===== src/rtl/seq_magnitude_comparator.sv =====
// Multi-cycle magnitude comparator: scans operands MSB-first one CHUNK per cycle,
// stops at the first differing chunk, and returns gt/eq/lt plus the cycles used.
`timescale 1ns/1ps
module seq_magnitude_comparator #(
    parameter int WIDTH = 32,
    parameter int CHUNK = 8
) (
    input  logic                            clk,
    input  logic                            rst_n,
    input  logic                            in_valid,
    output logic                            in_ready,
    input  logic [WIDTH-1:0]                a,
    input  logic [WIDTH-1:0]                b,
    input  logic                            is_signed,
    output logic                            out_valid,
    input  logic                            out_ready,
    output logic                            gt,
    output logic                            eq,
    output logic                            lt,
    output logic [$clog2(WIDTH/CHUNK):0]    cycles
);

    localparam int NCH = WIDTH / CHUNK;
    localparam int CW  = $clog2(NCH) + 1;

    localparam logic [CW-1:0]    LAST_IDX = CW'(NCH - 1);
    localparam logic [WIDTH-1:0] MSB_MASK = WIDTH'(1) << (WIDTH - 1);

    localparam logic [1:0] S_IDLE    = 2'd0;
    localparam logic [1:0] S_COMPARE = 2'd1;
    localparam logic [1:0] S_DONE    = 2'd2;

    if (WIDTH % CHUNK != 0) begin : g_bad_chunk
        $error("seq_magnitude_comparator: CHUNK must divide WIDTH exactly");
    end

    // Flipping the sign bit maps two's-complement order onto unsigned order.
    function automatic logic [WIDTH-1:0] bias_msb(input logic [WIDTH-1:0] v, input logic s);
        return v ^ ({WIDTH{s}} & MSB_MASK);
    endfunction

    logic [1:0]       state_q, state_d;
    logic [WIDTH-1:0] a_q, a_d;
    logic [WIDTH-1:0] b_q, b_d;
    logic [CW-1:0]    idx_q, idx_d;
    logic             gt_q, gt_d;
    logic             eq_q, eq_d;
    logic             lt_q, lt_d;
    logic [CW-1:0]    cycles_q, cycles_d;

    logic [CHUNK-1:0] chunk_a;
    logic [CHUNK-1:0] chunk_b;

    // Operands are shifted left after each equal chunk, so the live chunk is always the top one.
    assign chunk_a = a_q[WIDTH-1 -: CHUNK];
    assign chunk_b = b_q[WIDTH-1 -: CHUNK];

    always_comb begin
        state_d  = state_q;
        a_d      = a_q;
        b_d      = b_q;
        idx_d    = idx_q;
        gt_d     = gt_q;
        eq_d     = eq_q;
        lt_d     = lt_q;
        cycles_d = cycles_q;
        case (state_q)
            S_IDLE: begin
                if (in_valid) begin
                    a_d     = bias_msb(a, is_signed);
                    b_d     = bias_msb(b, is_signed);
                    idx_d   = '0;
                    state_d = S_COMPARE;
                end
            end
            S_COMPARE: begin
                if (chunk_a != chunk_b) begin
                    gt_d     = chunk_a > chunk_b;
                    lt_d     = chunk_a < chunk_b;
                    eq_d     = 1'b0;
                    cycles_d = idx_q + CW'(1);
                    state_d  = S_DONE;
                end else if (idx_q == LAST_IDX) begin
                    gt_d     = 1'b0;
                    lt_d     = 1'b0;
                    eq_d     = 1'b1;
                    cycles_d = CW'(NCH);
                    state_d  = S_DONE;
                end else begin
                    idx_d = idx_q + CW'(1);
                    a_d   = a_q << CHUNK;
                    b_d   = b_q << CHUNK;
                end
            end
            S_DONE: begin
                // Results are cleared on release so gt/eq/lt read 0 whenever out_valid is low.
                if (out_ready) begin
                    gt_d     = 1'b0;
                    eq_d     = 1'b0;
                    lt_d     = 1'b0;
                    cycles_d = '0;
                    state_d  = S_IDLE;
                end
            end
            default: state_d = S_IDLE;
        endcase
    end

    always_ff @(posedge clk) begin
        if (!rst_n) begin
            state_q  <= S_IDLE;
            gt_q     <= 1'b0;
            eq_q     <= 1'b0;
            lt_q     <= 1'b0;
            cycles_q <= '0;
        end else begin
            state_q  <= state_d;
            gt_q     <= gt_d;
            eq_q     <= eq_d;
            lt_q     <= lt_d;
            cycles_q <= cycles_d;
        end
    end

    always_ff @(posedge clk) begin
        a_q   <= a_d;
        b_q   <= b_d;
        idx_q <= idx_d;
    end

    assign in_ready  = (state_q == S_IDLE);
    assign out_valid = (state_q == S_DONE);
    assign gt        = gt_q;
    assign eq        = eq_q;
    assign lt        = lt_q;
    assign cycles    = cycles_q;

endmodule


===== config.mk =====
export PLATFORM = sky130hd
export DESIGN_NAME = seq_magnitude_comparator
export DESIGN_NICKNAME = d
export VERILOG_FILES = /design/src/rtl/seq_magnitude_comparator.sv
export SDC_FILE = /design/constraint.sdc
export NUM_CORES = 1
export LEC_CHECK = 0
export ABC_AREA = 1
export CAP_MARGIN = 10
export CORE_ASPECT_RATIO = 1.5
export CORE_MARGIN = 2
export CORE_UTILIZATION = 40
export CTS_CLUSTER_DIAMETER = 30
export CTS_CLUSTER_SIZE = 12
export DETAILED_ROUTE_END_ITERATION = 6
export GPL_ROUTABILITY_DRIVEN = 0
export PLACE_DENSITY = 0.71
export SETUP_SLACK_MARGIN = 0.05
export SYNTH_ARGS = -nofsm -noshare
export SYNTH_HDL_FRONTEND = slang
export SYNTH_SLANG_ARGS = --single-unit

===== constraint.sdc =====
create_clock -name clk -period 4.4 [get_ports clk]
set_input_delay 1.32 -clock clk [delete_from_list [all_inputs] [get_ports clk]]
set_output_delay 1.32 -clock clk [all_outputs]
set_load 0.01 [all_outputs]

* Yosys cells after proc, flatten, opt, wreduce, memory -nomap -nowiden
Index checks and enable logic that the tools add are counted.
** Operators by class
- Add/sub/neg operators :: 1
- Multiply operators :: 0
- Divide/modulo/power cells :: 0
- Order comparisons :: 2
- Eq/ne operators :: 9
- Shifts and indexed selects :: 0
- Mux-type cells :: 30
- Bitwise logic cells :: 2
- Reduce and logical (&&, ||, !) cells :: 6
** Operator list (number)
- 32-bit two-way mux :: 6
- 32-bit case mux with 2 select lines :: 2
- 32-bit XOR :: 2
- 3-bit two-way mux :: 6
- 3-bit case mux with 2 select lines :: 2
- 8-bit greater-than comparator :: 1
- 8-bit less-than comparator :: 1
- 2-bit two-way mux :: 4
- 8-bit inequality test :: 1
- 1-bit two-way mux :: 6
- 2-bit inequality test, second input constant :: 3
- 1-bit case mux with 2 select lines :: 3
- 2-bit case mux with 3 select lines :: 1
- 3-bit AND reduction :: 2
- 4-bit AND reduction :: 1
- 2-bit nonzero test :: 2
- 3-bit by 1-bit adder with 3-bit output, second input constant :: 1
- 3-bit by 2-bit == test with 1-bit output, second input constant :: 1
- 3-bit inequality test, second input constant :: 1
- 2-bit by 1-bit == test with 1-bit output, second input constant :: 1
- 2-bit == test, second input constant :: 1
- 2-bit logical NOT :: 1
- 2-bit by 1-bit inequality test with 1-bit output, second input constant :: 1
** Storage, ports and cells
- Flip-flop bits (word level) :: 75
- Bits in latches :: 0
- RAM bits :: 0
- ROM bits :: 0
- Input bits :: 69
- Memories kept :: 0

* Longest topological paths before layout
Gate-level depths: netlist of the first run.
- Word-level depth :: 4
- Depth in mapped cells :: 11
- Gate-level depth less buffers :: 11

* Worst setup path before layout of the first run
No wires, ideal clock.
- Kind :: in2reg
- Start point :: in in_valid
- End point :: reg a_q[0], enable pin
- Data arrival time :: 2.815 ns
- Slack :: 1.158 ns
- Stages on the path :: 2
- Buffers on the path :: 0
- Path through :: nand2_1 -> nand2_1
** On the way
- Word-level cells in the longest chain between the ends :: 2
** RTL lines
- start, declared :: RTL line 10 : input logic in_valid,
- 2-bit inequality test (no line)
- 4-bit AND reduction (no line)
- end signal, assigned :: RTL line 126 : a_q <= a_d;
- end, declared :: RTL line 43 : logic [WIDTH-1:0] a_q, a_d;
No other way between the ends.
A chain may end at the register's enable or synchronous reset.

* Final worst setup path of the first run
- Start point :: reg state_q[0]
- End point :: out out_valid
** On the way
- Word-level cells in the longest chain between the ends :: 1
** RTL lines
- start, declared :: RTL line 42 : logic [1:0] state_q, state_d;
- start signal, assigned :: RTL line 117 : state_q <= state_d;
- 2-bit == test :: RTL line 132 : assign out_valid = (state_q == S_DONE);
- end, declared :: RTL line 15 : output logic out_valid,
No other way between the ends.

==> key figures, run 1 <==
Job
  • MaxCap Viol Count: 0

Power
  • Switching pwr: 0.000424 W
  • Clock Power Share: 0.418
  • Comb power frac: 0.121
  • Maximum VDD drop: 0.000247 V
  • Sw Share: 0.225
  • Power Dens Cells: 414 nW/um2
  • P_int: 0.00146 W
  • Leak Pwr: 1.98 nW
  • Reg power frac: 0.461

Setup path
  • Kind of critical path: flip-flop to output port
  • Critical path origin: state_q[0]
  • Arrival @ worst endpoint: 1430 ps
  • RR Startpoint: idx_q[0]
  • CP Capture Type: output port
  • Crit path required time: 3080 ps
  • Worst Setup Start Kind: flip-flop
  • Critical Path Fanout Max: 3
  • R2R depth: 5
  • Reg-to-Reg End: a_q[19]
  • R2R Setup Slk: 2170 ps

Global route
  • Vias in the first global route: 2311
  • First-pass GRT wire length: 10000 um
  • Initial antenna violation count: 0
  • Largest net degree at the start of global routing: 68
  • Total gr overflow: 0
  • Gr usage total: 0.143

Clock tree
  • Clock slew at reported path FFs: 60 ps
  • Post_cts resized: 0
  • Worst-skew pair later-pin latency: 330 ps
  • Hold-fix buffers, CTS: 0
  • CTS max path bufs: 2
  • H-tree depth: 3
  • CTS sink cnt: 75
  • CTS Buf Count: 9
  • CTS Root Cell: clkbuf_16
  • CTS tree: yes
  • Post-CTS setup repair buffer count: 0

Status
  • Outcome: complete, no violations

Detailed routing
  • Antenna-violating nets left: 0
  • Post-Route WL: 6320 um
  • Drt drc: 0
  • Wire length per cell: 11.8 um
  • Via density: 4.45
  • Drt initial violations: 147
  • DR vias: 2385
  • 1st-pass router iterations: 4

Logic synthesis
  • Most common cell in the netlist: nand2_1
  • Mapped Cells: 349
  • Commonest cells in the netlist: 164 x nand2_1, 67 x edfxtp_1, 34 x inv_1, 25 x nor2_1, 11 x a21oi_1
  • Synth warn: 0
  • Syn Area/Cell: 9.76 um2
  • Synth top area share: 0.591
  • Syn_nets: 428
  • Predominant post-synthesis flop cell: edfxtp_1
  • Synth async-reset ratio: 0
  • Synthesized area: 3400 um2
  • Synth area leader: edfxtp_1
  • Yosys reg bits: 75
  • Distinct cells, synth: 22
  • Sequential fraction of the synthesis area: 0.638
  • Synth area leaders: edfxtp_1 59%, nand2_1 18%, dfxtp_1 4.7%
  • Post-synth EDFFs: 67

Timing
  • RSZ-0062 raised after global routing: false
  • Slew @ Worst Pin: 1020 ps
  • Max-Slew Margin vs Limit: 0.316
  • Final hold violations: 0
  • Final setup fails: 0
  • FMAX: 0.364 GHz
  • Setup TNS: 0 ps
  • Crit path time final: 2750 ps
  • Clock skew: 9.07 ps
  • Crit share post-route: 0.625
  • Final slew viol count: 0

Finish
  • Antenna diode instance count: 0
  • Finished Core Util: 0.545
  • Syn-to-layout area delta: 33.8%
  • Layout cells sized above 1: 0.0629
  • Fin nets: 503

Die
  • I/O pin count: 77
  • Die height: 117 um
  • Die width: 79.3 um
  • Core area: 8360 um2
  • FP Rows: 41
  • Starting density of the core: 0.407
  • Die ar.: 9280 um2

Hold path
  • Worst hold path class: flip-flop to flip-flop
  • Hold path endpoint: eq
  • Worst Hold Launch: eq
  • Min-Delay Path Depth: 2

Place
  • DP HPWL: 4260 um
  • IO Port Bufs: 76
-- sequential cells by signal, indices dropped and copies added (netlist names) --
signal and flops:
lt 1, idx_q 3, a_q 32, eq 1, gt 1, b_q 32
cycles 3, state_q 2
-- worst max path at each step --
stage	endpoint	depth (start not counted)	slack, ps
floorplan	a_q[0]	2	1160
global placement	a_q[11]	3	1460
detailed placement	a_q[3]	3	1450
CTS	out_valid	4	1640
global route	out_valid	4	1570
finish	out_valid	4	1650
-- layout by cell type, fill, tap and decap left out, drive strengths merged, types with 2 or more instances in the layout --
| master | count |
|---|---|
| ha | 10 |
| a21oi | 11 |
| xnor2 | 2 |
| inv | 37 |
| dfxtp | 8 |
| nand3 | 4 |
| o21ai | 3 |
| clkinv | 4 |
| clkbuf | 9 |
| bufinv | 2 |
| clkdlybuf4s50 | 76 |
| nor2 | 28 |
| edfxtp | 67 |
| nand2 | 166 |
-- routing by layer --
layer,track usage,share of wire,vias up
li1,-,-,1254
met1,0.153,0.41,1069
met2,0.268,0.53,53
met3,0.0268,0.035,9
met4,0.0724,0.020,0
met5,0,0,-
-- critical path, stage by stage, from the launching register on --
cell and delay [ps]:
dfxtp_1 340, inv_1 70, nand2_2 60, inv_1 90
clkdlybuf4s50_1 540
-- power by group through the flow --
stage          sequential, W  combinational, W  clock [W]
4_1_cts             0.000871          0.000233   0.000793
6_report            0.000870          0.000228   0.000788
2_1_floorplan       0.000885          0.000129          0
3_3_place_gp        0.000884          0.000225          0
3_5_place_dp        0.000886          0.000231          0
5_1_grt             0.000876          0.000259   0.000823
-- logic make-up (layout without fill, tap and decap cells) --
logic type	Yosys count	in the layout	synth area share
AND/OR/NAND/NOR	199	199	0.236
flip-flops	75	75	0.638
buffers and inverters	48	128	0.0617
AO/OA/AOI/OAI	15	15	0.0228
adder cells (fa/ha/maj)	10	10	0.0368
XOR/XNOR	2	2	0.00515
-- stage by stage --
step	std cells	setup slack (ps)	hold WS, ps	total power (W)	cell area, um2
after floorplan	349	1160	469	0.00101	3400
after global placement	520	1460	432	0.00111	4230
after detailed placement	520	1450	435	0.00112	4230
after CTS	536	1640	444	0.00190	4560
after global routing	536	1570	464	0.00196	4560
final	536	1650	440	0.00189	4560
-- layout make-up --
cell class | count | area [um2]
repair buffers | 76 | 761
inverters | 36 | 135
well taps | 107 | 134
clock buffers | 9 | 225
multi-input cells | 226 | 1030
flip-flops and latches | 75 | 2170
clock inverters | 7 | 100
fillers | 768 | 3800
No activity file was read; power rests on OpenSTA's default activity.
==> run 2: changes to the inputs <==
Clock period 4.4 ns to 2.9 ns, I/O delays scaled along.
==> run 2 against run 1 <==
Sequential cell count unchanged. Utilization rose by 0.43 points. Non-clock buffer count increased by 4. Die area is the same. Cell area increased by 0.80%. Worst setup slack worse by 1100 ps. Global-route usage is 0.44 points higher. Clock power increased by 45%. Sequential power is 52% higher. Critical endpoint unchanged.
==> key figures, run 2 (same netlist as run 1, synthesis figures left out) <==
Global route
  • Largest net degree at the start of global routing: 54
  • First-pass GRT wire length: 10200 um
  • Vias in the first global route: 2352
  • Gr usage total: 0.148
  • Initial antenna violation count: 0
  • Total gr overflow: 0

Finish
  • Finished Core Util: 0.549
  • Sequential cell area: 2170 um2
  • Antenna diode instance count: 0
  • Layout cells sized above 1: 0.0671
  • Area of the multi-input gates: 1030 um2
  • Fin cells: 539
  • Commonest non-fill, non-tap cells in the layout: 163 x nand2_1, 76 x clkdlybuf4s50_1, 67 x edfxtp_1
  • Commonest non-fill, non-tap cell in the layout: nand2_1
  • Syn-to-layout area delta: 34.9%
  • Fin nets: 507
  • Biggest registers after layout: a_q: 32 flops, b_q: 32 flops
  • Fillers: 764

Setup path
  • Worst-path cell chain: inv_1 -> nand2_2 -> inv_1 -> clkdlybuf4s50_1
  • R2R depth: 4
  • Crit path max-delay family: buffers and inverters
  • Worst Path Buf+Inv: 3
  • Crit path required time: 2030 ps
  • Critical Path Fanout Max: 3
  • Kind of critical path: flip-flop to output port
  • Slowest CP cell: clkdlybuf4s50_1
  • Delay of the slowest critical-path stage: 540 ps
  • CP Capture Type: output port
  • Stages on worst setup path: 4
  • Worst Setup Start Kind: flip-flop
  • Arrival @ worst endpoint: 1430 ps
  • Most used cell along the critical path: inv_1

Clock tree
  • Worst-skew pair later-pin latency: 330 ps
  • H-tree depth: 3
  • CTS Buf Count: 9
  • Post_cts resized: 0
  • Clock slew at reported path FFs: 60 ps
  • CTS max path bufs: 2
  • Hold-fix buffers, CTS: 0
  • CTS tree: yes
  • CTS Root Cell: clkbuf_16
  • Post-CTS setup repair buffer count: 0
  • CTS sink cnt: 75

Die
  • Die ar.: 9280 um2
  • Die height: 117 um
  • FP Rows: 41
  • Starting density of the core: 0.407
  • Core area: 8360 um2
  • Die width: 79.3 um
  • I/O pin count: 77

Power
  • Maximum VDD drop: 0.000386 V
  • Leak Pwr: 1.99 nW
  • P_int: 0.00221 W
  • Clock Power Share: 0.405
  • Comb power frac: 0.128
  • Power Dens Cells: 615 nW/um2
  • Sw Share: 0.217
  • Reg power frac: 0.467
  • Switching pwr: 0.000612 W
  • Total power: 0.00282 W

Timing
  • Setup TNS: 0 ps
  • Crit share post-route: 0.794
  • FMAX: 0.434 GHz
  • Final setup fails: 0
  • RSZ-0062 raised after global routing: false
  • Clock skew: 7.44 ps
  • Final slew viol count: 0
  • Hold_ws: 442 ps
  • Final hold violations: 0
  • Slew @ Worst Pin: 632 ps
  • Max-Slew Margin vs Limit: 0.578
  • Crit path time final: 2300 ps

Detailed routing
  • DR vias: 2407
  • Via density: 4.47
  • 1st-pass router iterations: 5
  • Antenna-violating nets left: 0
  • Wire length per cell: 11.8 um
  • Drt initial violations: 161
  • Drt drc: 0
  • Post-Route WL: 6360 um

Place
  • IO Port Bufs: 76
  • DP Cell Count: 524
  • DP HPWL: 4540 um

Hold path
  • Min-Delay Path Depth: 2
  • Worst hold path class: flip-flop to flip-flop

Status
  • Outcome: complete, no violations

Job
  • MaxCap Viol Count: 0
## run 2: cell count changes in the layout (fill, tap and decap cells not counted), sizes merged
cell	change
buf	+4
clkinvlp	+1
inv	-1
clkinv	-1
## run 2: path summary, 6_finish.rpt
check             startpoint         to  slack [ps]
setup / recovery  state_q[0]  out_valid         600
hold / removal            eq         eq         440
setup reg to reg  state_q[0]     a_q[5]         890
hold reg to reg           eq         eq         440
## run 2: final cells by class
cell class / count / area share
flip-flops and latches: 75 / 0.473
inverters: 36 / 0.0294
well taps: 107 / 0.0291
repair buffers: 80 / 0.178
multi-input cells: 226 / 0.224
clock inverters: 6 / 0.0177
clock buffers: 9 / 0.0490
## run 2: worst register-to-register path, delay by kind of cell (launching register included)
family / cells / cell delay (ps)
flops: 1 / 390
simple gates: 2 / 410
buf+inv: 2 / 970
## run 2: per-stage QoR
step | worst slack [ps] | instance area [um2]
2_1_floorplan | 642 | 3410
3_3_place_gp | 629 | 4290
3_5_place_dp | 606 | 4290
4_1_cts | 581 | 4590
5_1_grt | 496 | 4590
6_report | 597 | 4590
## run 2: power by group through the flow
stage	logic, W	registers [W]	clock network [W]
final	0.000360	0.00132	0.00114
after global routing	0.000407	0.00133	0.00122
after CTS	0.000368	0.00132	0.00116
after detailed placement	0.000365	0.00134	0
after global placement	0.000355	0.00134	0
after floorplan	0.000196	0.00134	0
## run 2: per-layer routing
metal,vias to the layer above,share of wire,track usage
met5,-,0,0
met4,0,0.017,0.0828
met3,7,0.044,0.0337
met2,57,0.55,0.267
met1,1078,0.39,0.158
li1,1265,-,-
